File: src/rtl/branch_counter_table.sv
// gshare pattern history table: 2**BPRED_WIDTH two-bit saturating counters
// indexed by PC xor global history. Predictions are read combinationally in
// DEC and counters are retrained when a branch resolves in EX. After reset,
// an init FSM sweeps the whole array to INIT_STATE, one entry per cycle.
//
// state      | meaning
// -----------+--------------------------------------------------------------
// ST_INIT    | clearing table[init_ptr] each cycle; predictions forced to 0,
//            | EX updates dropped
// ST_READY   | table live: predictions valid, EX updates applied
module branch_counter_table #(
    parameter int         BPRED_WIDTH = 9,
    parameter int         PC_WIDTH    = 32,
    parameter logic [1:0] INIT_STATE  = 2'b01
) (
    input  logic                   i_Clk,
    input  logic                   i_Reset,
    input  logic                   i_DEC_Is_Branch,
    input  logic [PC_WIDTH-1:0]    i_DEC_PC,
    input  logic [BPRED_WIDTH-1:0] i_Global_History,
    output logic                   o_Prediction,
    output logic [BPRED_WIDTH-1:0] o_Index,
    input  logic                   i_ALU_Branch_Valid,
    input  logic                   i_ALU_Branch_Outcome,
    input  logic [BPRED_WIDTH-1:0] i_ALU_Index,
    output logic                   o_Ready
);

    localparam int DEPTH = 2 ** BPRED_WIDTH;

    typedef enum logic {
        ST_INIT  = 1'b0,
        ST_READY = 1'b1
    } state_t;

    state_t                 state_q;
    logic [BPRED_WIDTH-1:0] init_ptr_q;
    logic                   ready_q;
    logic [1:0]             table_q [DEPTH];

    logic                   upd_en;
    logic [1:0]             upd_cur;
    logic [1:0]             upd_val;

    // i_DEC_Is_Branch only qualifies the prediction for downstream consumers;
    // the PC bits outside the index window do not take part in hashing.
    logic unused_sig;
    assign unused_sig = ^{i_DEC_Is_Branch,
                          i_DEC_PC[PC_WIDTH-1:BPRED_WIDTH+2],
                          i_DEC_PC[1:0]};

    assign o_Index      = i_DEC_PC[BPRED_WIDTH+1:2] ^ i_Global_History;
    assign o_Prediction = ready_q & table_q[o_Index][1];
    assign o_Ready      = ready_q;

    // Outcome/index are only looked at when the EX branch is valid, so X on
    // them cannot reach the array.
    assign upd_en = (state_q == ST_READY) && i_ALU_Branch_Valid;

    // Saturating increment/decrement of the counter addressed by EX.
    always_comb begin
        upd_cur = table_q[i_ALU_Index];
        upd_val = upd_cur;
        if (i_ALU_Branch_Outcome) begin
            if (upd_cur != 2'b11) upd_val = upd_cur + 2'd1;
        end else begin
            if (upd_cur != 2'b00) upd_val = upd_cur - 2'd1;
        end
    end

    // Init sequencer: sweep init_ptr across the table, then raise ready.
    always_ff @(posedge i_Clk) begin
        if (i_Reset) begin
            state_q    <= ST_INIT;
            init_ptr_q <= '0;
            ready_q    <= 1'b0;
        end else begin
            case (state_q)
                ST_INIT: begin
                    init_ptr_q <= init_ptr_q + 1'b1;
                    if (init_ptr_q == {BPRED_WIDTH{1'b1}}) begin
                        state_q <= ST_READY;
                        ready_q <= 1'b1;
                    end
                end
                ST_READY: begin
                    state_q <= ST_READY;
                end
                default: begin
                    state_q    <= ST_INIT;
                    init_ptr_q <= '0;
                    ready_q    <= 1'b0;
                end
            endcase
        end
    end

    // Counter array: init writes during INIT, retraining writes in READY.
    // Writes land on the edge, so a same-cycle read sees the old value.
    always_ff @(posedge i_Clk) begin
        if (state_q == ST_INIT) begin
            table_q[init_ptr_q] <= INIT_STATE;
        end else if (upd_en) begin
            table_q[i_ALU_Index] <= upd_val;
        end
    end

endmodule

File: config.mk
export PLATFORM = sky130hd
export DESIGN_NAME = branch_counter_table
export DESIGN_NICKNAME = d
export VERILOG_FILES = /design/src/rtl/branch_counter_table.sv
export SDC_FILE = /design/constraint.sdc
export NUM_CORES = 2
export LEC_CHECK = 0
export BUFFER_PORTS_ARGS = -buffer_cell sky130_fd_sc_hd__buf_2
export CAP_MARGIN = 30
export CORE_MARGIN = 2
export CORE_UTILIZATION = 40
export CTS_CLUSTER_SIZE = 30
export DETAILED_ROUTE_END_ITERATION = 6
export GPL_ROUTABILITY_DRIVEN = 0
export HOLD_SLACK_MARGIN = 0.1
export SLEW_MARGIN = 10
export SYNTH_ARGS = -nofsm -noshare
export SYNTH_HDL_FRONTEND = slang
export SYNTH_SLANG_ARGS = --single-unit
export TNS_END_PERCENT = 5
File: constraint.sdc
create_clock -name i_Clk -period 58.7 [get_ports i_Clk]
set_input_delay 14.675 -clock i_Clk [delete_from_list [all_inputs] [get_ports i_Clk]]
set_output_delay 14.675 -clock i_Clk [all_outputs]
set_load 0.05 [all_outputs]
==> metrics.cfg <==
[critical_path]
r2r_start = table_q[307][1]
cp-start-kind = input pin
crit_buf_inv = 4
slowest_stage = mux4_2
cp.arrival_ps = 19650
crit_type = input pin to primary output
cpPeakStageDelay_ps = 610
crit_path_max_fanout = 76
cp-startpoint = i_Global_History[0]
required_ps = 44030
worstPathCellList = buf_2 -> xor2_4 -> buf_4 -> buf_12 -> mux4_2 -> mux4_2 -> a22oi_1 -> nand2_1 -> a21oi_1 -> a21oi_1 -> or3_1 -> and3_1 -> buf_2
end_kind = primary output
crit_family = buffers and inverters

[cts]
cts_hold_buf = 0
post_cts_buffers = 0
cts_resized = 0
clock-root-buffer = clkbuf_16
cts_max_path_buffers = 3
clock_latency_ps = 680
clock_sinks = 1035
cts_tree = built
ctsHtreeMaxLevel = 3
cts_buffers = 105
clkTransAtPathRegs_ps = 60

[global_route]
grt_pass1_wl_um = 196000
grt_max_degree = 114
grt_pass1_vias = 29100
track_usage = 0.223
grt_overflow = 0
antenna_found_initial = 3

[yosys]
ys_seq_area_frac = 0.660
ys_async_sr_fraction = 0
syn_nets = 3015
syn_area_per_cell_um2 = 15.9
synth.most_common_cell = edfxtp_1
synth_edf_count = 1024
synth_cells = 2958
yosysWarnings = 0
synth_seq_cells = 1035
synth.distinct_cells = 61
synth_ff_type = edfxtp_1
synth_common_cells = edfxtp_1 (1024), nor2_1 (566), mux4_2 (288)
yosysTopAreaCellShare = 0.655
yosys.area.top_type = edfxtp_1
netlist_area_um2 = 46900
synth_area_leaders = edfxtp_1 (66%), mux4_2 (14%), mux2i_1 (5.3%)

[layout]
utilization = 0.450
area_delta_synth_final_pct = 11.3
multi_input_area_um2 = 15000
fillers = 9994
drive_gt1_frac = 0.190
regArea_um2 = 31000
nets = 2993

[die]
ios = 66
die_h_um = 347
rows = 125
start_util = 0.404
die_w_um = 347
die_area_um2 = 120000
core-area_um2 = 116000

[detailed_routing]
vias = 28400
ant_nets = 0
wl_per_cell_um = 29.9
drc = 0
drtPass1Iterations = 6
drt_iter0_markers = 3209
wirelength_um = 136000
viasPerCell = 6.24

[timing]
rsz0062_at_grt = false
fin_crit_ps = 34320
tightest_slew_ps = 1030
min_period_over_period = 0.585
setup_viol = 0
relSlewSlack = 0.316
drv_slew = 0
max_freq_mhz = 29.1
skew_ps = 22.9
hold_viol = 0
fin_setup_tns_ps = 0
hold_ws_ps = 560

[power]
leakage_nw = 17.8
ir_drop_uv = 22.2
cellPowerDensity_nw_per_um2 = 30.1

[run]
cap_viol_max_count = 0

[placement]
dp_hpwl_um = 79600
port-buffer-count = 41

[worst_hold_path]
hp-start = init_ptr_q[6]
min_path_type = register to register

[status]
outcome = complete, no violations

## final timing paths
path | endpoint | slack [ps] | cells past startpoint
worst max-delay path | o_Prediction | 24380 | 13
worst min-delay path | init_ptr_q[6] | 560 | 2
worst max register to register | table_q[211][0] | 53840 | 14
worst min register to register | init_ptr_q[6] | 560 | 2
## layout by cell type (no fill, tap or decap), types with 18 or more instances in the layout
cell type,Yosys,routed
nor4_1,19,19
o221ai_1,111,111
o22ai_1,40,39
clkbuf_1,148,21
nand2_1,82,66
edfxtp_1,1024,1024
clkinv_1,1,31
mux4_2,288,288
o21ai_0,37,37
nor2_1,566,564
nor3_1,41,41
clkinv_2,0,18
a21oi_1,56,55
mux2i_1,250,250
clkbuf_16,0,111
buf_4,26,58
buf_2,33,39
## through the flow
stage	std cells	power, W	worst slack [ps]	cell area (um2)
after detailed placement	4343	0.000933	24390	48700
after floorplan	2958	0.000891	25200	46900
after global routing	4547	0.00161	24170	52200
after global placement	4339	0.000933	24340	48600
after CTS	4536	0.00158	24400	52000
final	4548	0.00157	24380	52200
## registers in the layout (all words and copies together) (netlist names)
| name | flops |
|---|---|
| table_q | 1024 |
| init_ptr_q | 9 |
| o_Ready | 1 |
| state_q | 1 |
## kinds of logic (layout without fill, tap and decap cells)
| family | after synthesis | count (layout) | share of synthesized area |
|---|---|---|---|
| AO/OA/AOI/OAI | 334 | 334 | 0.0505 |
| XOR/XNOR | 15 | 15 | 0.00280 |
| adder cells (fa/ha/maj) | 2 | 2 | 0.000533 |
| buffers and inverters | 252 | 316 | 0.0247 |
| flip-flops | 1035 | 1035 | 0.660 |
| multiplexers | 548 | 548 | 0.194 |
| other | 0 | 2 | 0 |
| AND/OR/NAND/NOR | 772 | 772 | 0.0676 |
## routing by layer
layer	vias to the layer above	share of wire	track usage
met1	14800	0.39	0.300
met5	-	0.000074	0
met3	284	0.089	0.0420
met4	2	0.038	0.0825
li1	11800	-	-
met2	1459	0.48	0.363
## power by group
group	internal, W	total [W]	switching, W	leakage [nW]
clock network	0.000373	0.000653	0.000280	1.62
registers	0.000800	0.000800	0.000000412	10.9
logic	0.0000422	0.000118	0.0000756	5.29
## cell type report
cell class	instances	area share
inverter	11	0.000814
clock inverter	61	0.00879
clock buffer	132	0.0547
antenna	2	0.0000958
tap	1524	0.0365
multi-input combinational	1671	0.287
timing repair buffer	112	0.0189
sequential	1035	0.593
## tightest hold or removal path, stage by stage (launching register included)
cell and delay [ps]:
dfxtp_1 360, o21ai_0 90, a21oi_1 60
Power figures use the tool's default switching activity.
